<file path="config.mk">
export PLATFORM = sky130hd
export DESIGN_NAME = conv_viterbi_dec
export DESIGN_NICKNAME = d
export VERILOG_FILES = /design/src/rtl/conv_viterbi_dec.sv
export SDC_FILE = /design/constraint.sdc
export NUM_CORES = 1
export LEC_CHECK = 0
export CAP_MARGIN = 20
export CORE_ASPECT_RATIO = 1.25
export CORE_MARGIN = 5
export CORE_UTILIZATION = 39
export CTS_CLUSTER_SIZE = 24
export DETAILED_ROUTE_END_ITERATION = 8
export SLEW_MARGIN = 20
export SYNTH_ARGS = -nofsm -noshare
export SYNTH_HDL_FRONTEND = slang
export SYNTH_SLANG_ARGS = --single-unit
</file>
<file path="constraint.sdc">
create_clock -name clk20M_sig -period 14.6 [get_ports clk20M_sig]
set_input_delay 2.92 -clock clk20M_sig [delete_from_list [all_inputs] [get_ports clk20M_sig]]
set_output_delay 2.92 -clock clk20M_sig [all_outputs]
set_load 0.02 [all_outputs]
</file>
<file path="src/rtl/conv_viterbi_dec.sv">
// Hard-decision Viterbi decoder for the rate-1/2, K=3 (7,5 octal) convolutional code.
// It runs a 4-state add-compare-select with register-exchange survivors.
// One decoded bit is produced per accepted symbol once the survivor depth is full.
module conv_viterbi_dec #(
    parameter int TB_DEPTH = 16,
    parameter int METRIC_W = 6,
    parameter int INIT_BIG = 16
) (
    input  logic                clk20M_sig,
    input  logic                reset_sig,
    input  logic [1:0]          encode_sig,
    input  logic                encode_valid_sig,
    output logic                decode_sig,
    output logic                decode_valid_sig,
    output logic [METRIC_W-1:0] best_metric_sig
);

    localparam int CNT_W = $clog2(TB_DEPTH + 1);
    localparam logic [METRIC_W:0] SAT_MAX = {1'b0, {METRIC_W{1'b1}}};
    localparam logic [CNT_W-1:0] FULL_CNT = CNT_W'(TB_DEPTH);

    logic [METRIC_W-1:0] pm [4];
    logic [TB_DEPTH-1:0] surv [4];
    logic [CNT_W-1:0]    fill_cnt;
    logic                accepted_d;

    logic [METRIC_W:0]   cand0 [4];
    logic [METRIC_W:0]   cand1 [4];
    logic                take_p1 [4];
    logic [METRIC_W:0]   raw [4];
    logic [METRIC_W:0]   diff [4];
    logic [METRIC_W:0]   raw_min;
    logic [METRIC_W-1:0] pm_next [4];
    logic [TB_DEPTH-1:0] surv_next [4];
    logic [1:0]          best_idx;

    // Hamming distance between the received symbol and the encoder output for
    // predecessor state p = {s1,s0} driven by input bit u.
    function automatic logic [1:0] branch_metric(input logic [1:0] p, input logic u,
                                                 input logic [1:0] sym);
        logic g0;
        logic g1;
        g0 = u ^ p[0] ^ p[1];
        g1 = u ^ p[1];
        return {1'b0, g0 ^ sym[1]} + {1'b0, g1 ^ sym[0]};
    endfunction

    // Add-compare-select for every next state, then normalize against the minimum and saturate.
    always_comb begin
        raw_min = '1;
        for (int ns = 0; ns < 4; ns++) begin
            cand0[ns] = {1'b0, pm[ns >> 1]}
                      + {{(METRIC_W-1){1'b0}}, branch_metric(2'(ns >> 1), 1'(ns), encode_sig)};
            cand1[ns] = {1'b0, pm[2 + (ns >> 1)]}
                      + {{(METRIC_W-1){1'b0}}, branch_metric(2'(2 + (ns >> 1)), 1'(ns), encode_sig)};
            take_p1[ns] = (cand1[ns] < cand0[ns]);
            raw[ns] = take_p1[ns] ? cand1[ns] : cand0[ns];
            surv_next[ns] = take_p1[ns]
                          ? {surv[2 + (ns >> 1)][TB_DEPTH-2:0], 1'(ns)}
                          : {surv[ns >> 1][TB_DEPTH-2:0], 1'(ns)};
            if (raw[ns] < raw_min) begin
                raw_min = raw[ns];
            end
        end
        for (int ns = 0; ns < 4; ns++) begin
            diff[ns] = raw[ns] - raw_min;
            pm_next[ns] = (diff[ns] > SAT_MAX) ? SAT_MAX[METRIC_W-1:0] : diff[ns][METRIC_W-1:0];
        end
    end

    // Pick the state with the smallest registered metric; strict compare keeps the lowest index on ties.
    always_comb begin
        best_idx = 2'd0;
        for (int i = 1; i < 4; i++) begin
            if (pm[i] < pm[best_idx]) begin
                best_idx = 2'(i);
            end
        end
    end

    // Path metrics, survivors and fill counter advance only on accepted symbols.
    always_ff @(posedge clk20M_sig) begin
        if (reset_sig) begin
            for (int i = 0; i < 4; i++) begin
                pm[i]   <= (i == 0) ? '0 : METRIC_W'(INIT_BIG);
                surv[i] <= '0;
            end
            fill_cnt   <= '0;
            accepted_d <= 1'b0;
        end else begin
            accepted_d <= encode_valid_sig;
            if (encode_valid_sig) begin
                for (int i = 0; i < 4; i++) begin
                    pm[i]   <= pm_next[i];
                    surv[i] <= surv_next[i];
                end
                if (fill_cnt != FULL_CNT) begin
                    fill_cnt <= fill_cnt + 1'b1;
                end
            end
        end
    end

    // Output stage: one edge after the ACS update, read the oldest bit of the best survivor.
    always_ff @(posedge clk20M_sig) begin
        if (reset_sig) begin
            decode_sig       <= 1'b0;
            decode_valid_sig <= 1'b0;
            best_metric_sig  <= '0;
        end else begin
            decode_valid_sig <= accepted_d && (fill_cnt == FULL_CNT);
            if (accepted_d) begin
                decode_sig      <= surv[best_idx][TB_DEPTH-1];
                best_metric_sig <= pm[best_idx];
            end
        end
    end

endmodule

</file>
Word level (Yosys, flattened, before mapping)

Memories as Yosys holds them, arrays and structs flattened. A register that Yosys moved wholly into a read port is not among the register bits.
Cells that the tools add are included.

Register bits: 7
Bits in writable memories: 88
Input bits: 5
Output and inout port bits: 8
Word-level logic and storage cells: 83
Memories kept: 2

Memories:

| memory | words | width | read ports | clocked after Yosys merged registers in | wr ports | line | RTL |
|---|---|---|---|---|---|---|---|
| surv   | 4     | 16    | 5          | 1                                       | 4        | 23   | `logic [TB_DEPTH-1:0] surv [4];` |
| pm     | 4     | 6     | 7          | 1                                       | 4        | 22   | `logic [METRIC_W-1:0] pm [4];` |

Add/sub/neg operators: 17
$lt $le $gt $ge: 15
Equality and inequality tests: 2
Mux-type cells: 32
Bitwise logic cells: 10
Reduce and logical (&&, ||, !) cells: 2

Operator list:

| kind                  | count |
|---|---|
| $mux W16              | 8 |
| $add A6 B2 Y7         | 8 |
| $mux W7               | 8 |
| $lt A7 B7 Y1          | 7 |
| $mux W6               | 8 |
| $gt A7 B6 Y1 const B  | 4 |
| $sub A7 B7 Y7         | 4 |
| $lt A6 B6 Y1          | 3 |
| $add A1 B1 Y2         | 4 |
| $or A1 B1 Y1          | 8 |
| $lt A7 B7 Y1 const B  | 1 |
| $mux W1               | 6 |
| $add A5 B1 Y5 const B | 1 |
| $eq A5 B5 Y1 const B  | 1 |
| $ne A5 B5 Y1 const B  | 1 |
| $mux W2               | 2 |
| $not A1 Y1            | 2 |
| $reduce_and A2 Y1     | 1 |
| $logic_and A1 B1 Y1   | 1 |

Depth between registers and ports, before layout

Gate-level depths: netlist (run 1).

Depth after elaboration: 17
Gate-level depth with buffers: 50
Gate-level depth less buffers: 49

Least setup slack after synthesis (run 1)

No wires, ideal clock.

Path kind: input port to flip-flop
Start: in encode_sig[0]
End: mem pm[0][0], data pin
Library setup time: 0.270 ns
Arrival: 12.032 ns
Data required time: 14.330 ns
Path slack: 2.298 ns
Stages on the path: 48
Path buffers: 1
Cells stage by stage: inv_1 ha_1 ha_1 nor2b_1 o21a_1 o21ai_0 nor2_1 xnor2_1 inv_1 ha_1 nor3_1 nand2_1 o21ai_2 mux2i_1 ha_1 a21o_1 a21o_1 a21oi_1 (+12 left out) mux2i_1 ha_1 inv_1 o41a_4 o21ai_2 buf_2 nand3_1 o21ai_0 ha_1 inv_1 ha_1 inv_1 o311a_1 maj3_1 a21oi_2 a221oi_2 xnor2_2 a21oi_1

RTL lines:

| item        | line | RTL |
|---|---|---|
| from (decl) | 11   | `input logic [1:0] encode_sig,` |
| to (decl)   | 22   |  |

==> results.py, run 1 <==
metrics = {
    "synthesis": {
        "synth-edff-count": 83,
        "synth-seq-cells": 98,
        "async_reset_ff_frac": 0,
        "synthCells": 924,
        "synth_warnings": 0,
        "synthMuxAreaShare": 0.1167,
        "syn_avg_cell_area_um2": 9.460,
        "yosys.area_share.adder": 0.1330,
        "synth_simple_gate_area_share": 0.1390,
        "synth_fp_nets": 1014,
        "yosysSeqAreaShare": 0.3195,
        "synth_area_mm2": 0.008741,
        "synth_top_family_by_area": "compound AO/OA/AOI/OAI gates",
        "synth_compound_area_frac": 0.1725,
        "ys.flop_type": "edfxtp_1",
        "synthXorXnorAreaFrac": 0.07272,
        "ys_types": 87,
    },
    "worst_hold_path": {
        "whs_path_depth": 2,
        "hold_class": "reg -> reg",
        "hold_path_startpoint": "best_metric_sig[1]",
        "min_to": "best_metric_sig[1]",
    },
    "timing": {
        "post-route-period-util": 0.9228,
        "fmax_mhz": 74.22,
        "setup-tns-final_ns": 0,
        "fin_crit_ns": 13.47,
        "finalMaxSlewViolations": 0,
        "worst_slack_ns": 1.126,
        "max_slew_margin": 0.2807,
        "setup_viol": 0,
        "rsz0062_at_grt": "no",
        "worst_pin_slew_ns": 1.075,
        "hold_viol": 0,
        "finClkSkew_ns": 0.009735,
    },
    "route": {
        "ant_nets": 0,
        "wl_per_cell_um": 17.83,
        "drcViolationCount": 0,
        "first_iter_violations": 412,
        "routed_wl_um": 21680,
        "viasPerCell": 5.579,
        "num_vias": 6784,
        "dr.pass1.iters": 5,
    },
    "setup_path": {
        "slowest_delay_ns": 0.64,
        "cp_max_fo": 13,
        "crit_type": "in -> reg",
        "cp-startpoint": "encode_sig[0]",
        "cp_slowest_cell": "mux2i_1",
        "rr_startpoint": "pm[2][0]",
        "path_common_cell": "ha_1",
        "start_kind": "primary input",
        "required_ns": 14.67,
        "cp-end-kind": "flop",
        "r2r_cells": 41,
        "r2r-end": "pm[0][0]",
        "cp_data_arrival_time_ns": 13.54,
        "rrSetupSlack_ns": 4.18,
    },
    "place": {
        "gp_congestion": 0.9010,
        "dp_cells": 1199,
        "place_ws_ns": 0.8407,
        "placedInstanceArea_mm2": 0.009161,
        "hpwl_um": 16730,
        "port_buffers": 12,
    },
    "final_layout": {
        "final_cell_area_mm2": 0.009457,
        "finalNetCount": 1018,
        "final_cells": 1216,
        "fillCellCount": 2208,
        "num_antenna_cells": 0,
        "drive_gt1_frac": 0.07931,
        "area_growth_pct": 8.188,
    },
    "floorplanning": {
        "dieArea_mm2": 0.02553,
        "core-area_mm2": 0.02213,
        "rows": 61,
        "start_util": 0.3949,
        "fp.dieW_um": 143.9,
        "die_h_um": 177.4,
        "io_pins": 13,
    },
    "clock_tree": {
        "root_buffer": "clkbuf_16",
        "postCtsSetupRepairBufs": 0,
        "clk_latency_ns": 0.36,
        "cts_tree": "done",
        "cts_buffer_depth": 2,
        "ctsResizeCount": 0,
        "numClockSinks": 98,
        "cts_max_level": 3,
        "clk_pin_slew_ns": 0.07,
        "numCtsBuffers": 9,
        "cts_hold_buffers": 0,
    },
    "status": {
        "status": "finished, final reports clean",
    },
    "global_routing": {
        "grt_first_pass_wirelength_um": 34420,
        "grt_pass1_vias": 6601,
        "grt_max_degree": 84,
        "grt_use_total": 0.1721,
        "antenna_found_initial": 0,
        "grt_overflow": 0,
    },
    "flow_run": {
        "drv_cap": 0,
    },
}
==> worst max-delay path by stage <==
stage	to	slack, ns
finish	pm[0][0]	1.13
global route	pm[2][5]	0.16
CTS	pm[0][0]	1.22
detailed placement	pm[0][0]	0.84
global placement	pm[0][0]	1.09
floorplan	pm[0][0]	2.30
==> stage by stage <==
stage,util,hold WS [ns]
after floorplan,-,0.4586
after global placement,0.4139,0.4740
after detailed placement,0.4139,0.4806
after CTS,0.4260,0.4913
after global routing,0.4272,0.5138
final,0.4272,0.4888
==> routing by layer <==
| metal | wire, µm | part of all wire | up-vias | track usage |
|---|---|---|---|---|
| li1 | - | - | 3362 | - |
| met4 | 658 | 0.030 | 0 | 0.06476 |
| met3 | 494 | 0.023 | 38 | 0.02291 |
| met2 | 11180 | 0.52 | 114 | 0.3125 |
| met5 | 0 | 0 | - | 0 |
| met1 | 9349 | 0.43 | 3270 | 0.2039 |
==> sequential cells by signal, indices dropped and copies added, names as in the netlist <==
register          flops
surv                 60
pm                   24
decode_valid_sig      1
fill_cnt              5
accepted_d            1
best_metric_sig       6
decode_sig            1
==> synth_stat cells (7+ instances only) <==
library cell,count,area [µm²]
edfxtp_1,83,2492
a211oi_1,11,82.58
a21o_1,21,157.7
nor2_1,118,442.9
o211ai_1,7,52.55
o221ai_1,7,61.31
o21ai_0,30,150.1
nor3_1,9,45.04
a21oi_1,52,260.3
and2_1,9,56.30
inv_1,61,229.0
nor2b_1,10,62.56
mux2i_1,82,820.8
o21a_1,19,142.6
nand4_1,11,68.82
nand2b_1,11,68.82
ha_1,80,1001
clkbuf_1,14,52.55
buf_2,8,40.04
xor2_1,21,183.9
dfxtp_1,15,300.3
nand3_1,21,105.1
nand2_1,56,210.2
mux2_2,8,90.09
xnor2_1,46,402.9
and3_1,7,43.79
==> area by class of cell <==
| type | instances | area (µm²) | share of cell area |
|---|---|---|---|
| Timing Repair Buffer | 26 | 245.2 | 0.02593 |
| Sequential cell | 98 | 2793 | 0.2953 |
| Tap cell | 283 | 354.1 | 0.03744 |
| Multi-Input combinational cell | 730 | 5560 | 0.5880 |
| Clock buffer | 10 | 229.0 | 0.02421 |
| Inverter | 63 | 236.5 | 0.02501 |
| Clock inverter | 6 | 38.79 | 0.004102 |
==> cells in the final DEF (no fill, tap or decap), types with 3 or more instances in the layout <==
cell             count
o221ai_1             7
and2_1               9
a211oi_1            11
xnor2_1             46
dfxtp_1             15
edfxtp_1            83
buf_4               13
o21ai_1              3
clkbuf_16            9
and3_1               7
maj3_1               5
mux2i_2              3
a21o_1              21
nand2_1             56
nand4_1             11
a221o_1              3
fa_1                 5
xnor2_2              3
nor2_1             118
o211ai_1             7
inv_1               61
clkdlybuf4s50_1     12
o21ai_0             30
nor3_1               9
xor2_1              21
a21oi_1             52
nand3_1             21
ha_1                80
mux2i_4              3
mux2i_1             82
nor2b_1             10
o21a_1              19
nand2b_1            10
a31oi_1              6
mux2_2               8
==> worst max-delay path: cells and delay by family <==
family / cells / cell delay, ns
buf+inv: 6 / 0.88
fa+ha+maj: 8 / 2.24
xor+xnor: 3 / 0.82
compound gates: 18 / 4.16
mux: 2 / 1.11
simple gates: 7 / 1.37
==> kinds of logic (layout without fill, tap and decap cells) <==
| family | after synthesis | in the layout |
|---|---|---|
| flip-flops | 98 | 98 |
| XOR/XNOR | 70 | 70 |
| AO/OA/AOI/OAI | 206 | 206 |
| AND/OR/NAND/NOR | 267 | 267 |
| multiplexers | 96 | 96 |
| buffers and inverters | 96 | 105 |
| adder cells (fa/ha/maj) | 91 | 91 |
Power of run 1 is not shown: default switching activity piles up to over one toggle a cycle in this logic, so the estimate is an artifact.
==> inputs of run 2 (changes only) <==
--- a/config.mk
+++ b/config.mk
@@ -8,9 +8,10 @@
 export CAP_MARGIN = 20
 export CORE_ASPECT_RATIO = 1.25
 export CORE_MARGIN = 5
-export CORE_UTILIZATION = 39
+export CORE_UTILIZATION = 50
 export CTS_CLUSTER_SIZE = 24
 export DETAILED_ROUTE_END_ITERATION = 8
+export PLACE_DENSITY = 0.66
 export SLEW_MARGIN = 20
 export SYNTH_ARGS = -nofsm -noshare
 export SYNTH_HDL_FRONTEND = slang
==> run 2 against run 1 <==
Core utilization rose by 12 points. Die area fell by 21%. Critical path depth is 3 higher. Highest routed layer unchanged. Sequential share of layout area increased by 0.15 points. Cell area down 0.50%. Count of clock-buffer cells in the layout fell by 1. Clock skew shrank 0.0017 ns. Worst setup slack got worse by 0.044 ns. Largest cell class unchanged.
==> results.py, run 2 (synthesis results as in run 1) <==
metrics = {
    "clock_tree": {
        "postCtsSetupRepairBufs": 0,
        "numClockSinks": 98,
        "root_buffer": "clkbuf_16",
        "numCtsBuffers": 9,
        "clk_latency_ns": 0.35,
        "cts_hold_buffers": 0,
        "cts_max_level": 3,
        "cts_tree": "done",
        "cts_buffer_depth": 2,
        "clk_pin_slew_ns": 0.07,
        "ctsResizeCount": 0,
    },
    "setup_path": {
        "cp-end-kind": "flop",
        "start_kind": "primary input",
        "r2r-end": "pm[0][0]",
        "crit_type": "in -> reg",
        "cp_slowest_cell": "a2111o_1",
        "cp_max_fo": 13,
        "slowest_delay_ns": 0.54,
        "path_common_cell": "ha_1",
        "required_ns": 14.66,
        "r2r_cells": 44,
        "rr_startpoint": "pm[2][0]",
        "rrSetupSlack_ns": 4.14,
        "cp_data_arrival_time_ns": 13.58,
    },
    "global_routing": {
        "grt_max_degree": 84,
        "grt_pass1_vias": 6569,
        "grt_overflow": 0,
        "grt_use_total": 0.2130,
        "antenna_found_initial": 0,
        "grt_first_pass_wirelength_um": 34120,
    },
    "timing": {
        "fin_crit_ns": 13.52,
        "post-route-period-util": 0.9259,
        "worst_pin_slew_ns": 1.054,
        "fin_hold_ws_ns": 0.4847,
        "hold_viol": 0,
        "worst_slack_ns": 1.082,
        "max_slew_margin": 0.2966,
        "setup_viol": 0,
        "setup-tns-final_ns": 0,
        "rsz0062_at_grt": "no",
        "finClkSkew_ns": 0.008013,
        "fmax_mhz": 73.98,
        "finalMaxSlewViolations": 0,
    },
    "worst_hold_path": {
        "min_to": "best_metric_sig[5]",
        "hold_class": "reg -> reg",
        "whs_path_depth": 2,
        "hold_path_startpoint": "best_metric_sig[5]",
    },
    "place": {
        "place_ws_ns": 0.7754,
        "port_buffers": 12,
        "dp_cells": 1139,
        "hpwl_um": 16620,
        "gp_congestion": 1.008,
    },
    "flow_run": {
        "drv_cap": 0,
    },
    "route": {
        "dr.pass1.iters": 5,
        "viasPerCell": 5.907,
        "num_vias": 6828,
        "wl_per_cell_um": 18.55,
        "first_iter_violations": 495,
        "routed_wl_um": 21440,
        "ant_nets": 0,
        "drcViolationCount": 0,
    },
    "floorplanning": {
        "rows": 54,
        "die_h_um": 157.8,
        "core-area_mm2": 0.01730,
        "start_util": 0.5054,
        "fp.dieW_um": 128.3,
        "dieArea_mm2": 0.02024,
        "io_pins": 13,
    },
    "final_layout": {
        "final_cells": 1156,
        "drive_gt1_frac": 0.08047,
        "largest-register": "surv",
        "final_common_cell": "nor2_1",
        "largest_reg_flops": 60,
        "reg_top3": "surv x60, pm x24, best_metric_sig x6",
        "final_cell_mix": "nor2_1 (118), edfxtp_1 (83), mux2i_1 (82)",
        "area_growth_pct": 7.644,
        "finalNetCount": 1017,
        "num_antenna_cells": 0,
    },
    "status": {
        "status": "finished, final reports clean",
    },
}
run 2: through the flow:
step / area [µm²] / utilization
finish: 9409 / 0.5440
global route: 9409 / 0.5440
global placement: 9072 / 0.5245
floorplan: 8741 / -
detailed placement: 9072 / 0.5245
CTS: 9382 / 0.5424
run 2: cell type report:
cell class                 count  area (µm²)
clock buffer                   9       225.2
clock inverter                 7       83.83
fill                        1577        7888
inverter                      63       236.5
multi-input combinational    730        5553
sequential                    98        2793
tap                          224       280.3
timing repair buffer          25       237.7
run 2: how the worst max path moves through the flow:
stage	slack (ns)	from	endpoint
after detailed placement	0.78	encode_sig[0]	pm[0][0]
final	1.08	encode_sig[0]	pm[0][0]
after global routing	0.26	encode_sig[0]	pm[2][5]
after CTS	1.11	encode_sig[0]	pm[0][0]
after global placement	0.96	encode_sig[0]	pm[2][5]
after floorplan	2.30	encode_sig[0]	pm[0][0]
run 2: critical path: cells and delay by family:
family | cells | cell delay (ns)
compound gates | 19 | 4.52
fa+ha+maj | 8 | 2.33
simple gates | 8 | 1.40
buf+inv | 7 | 0.98
xor+xnor | 3 | 0.72
mux | 2 | 0.70
run 2: per-layer routing:
| layer | share of wire | global-route usage | up-vias |
|---|---|---|---|
| li1 | - | - | 3371 |
| met1 | 0.40 | 0.2457 | 3279 |
| met2 | 0.52 | 0.3928 | 136 |
| met3 | 0.027 | 0.02160 | 42 |
| met4 | 0.045 | 0.09960 | 0 |
| met5 | 0 | 0 | - |
Power of run 2 is left out for the same reason.
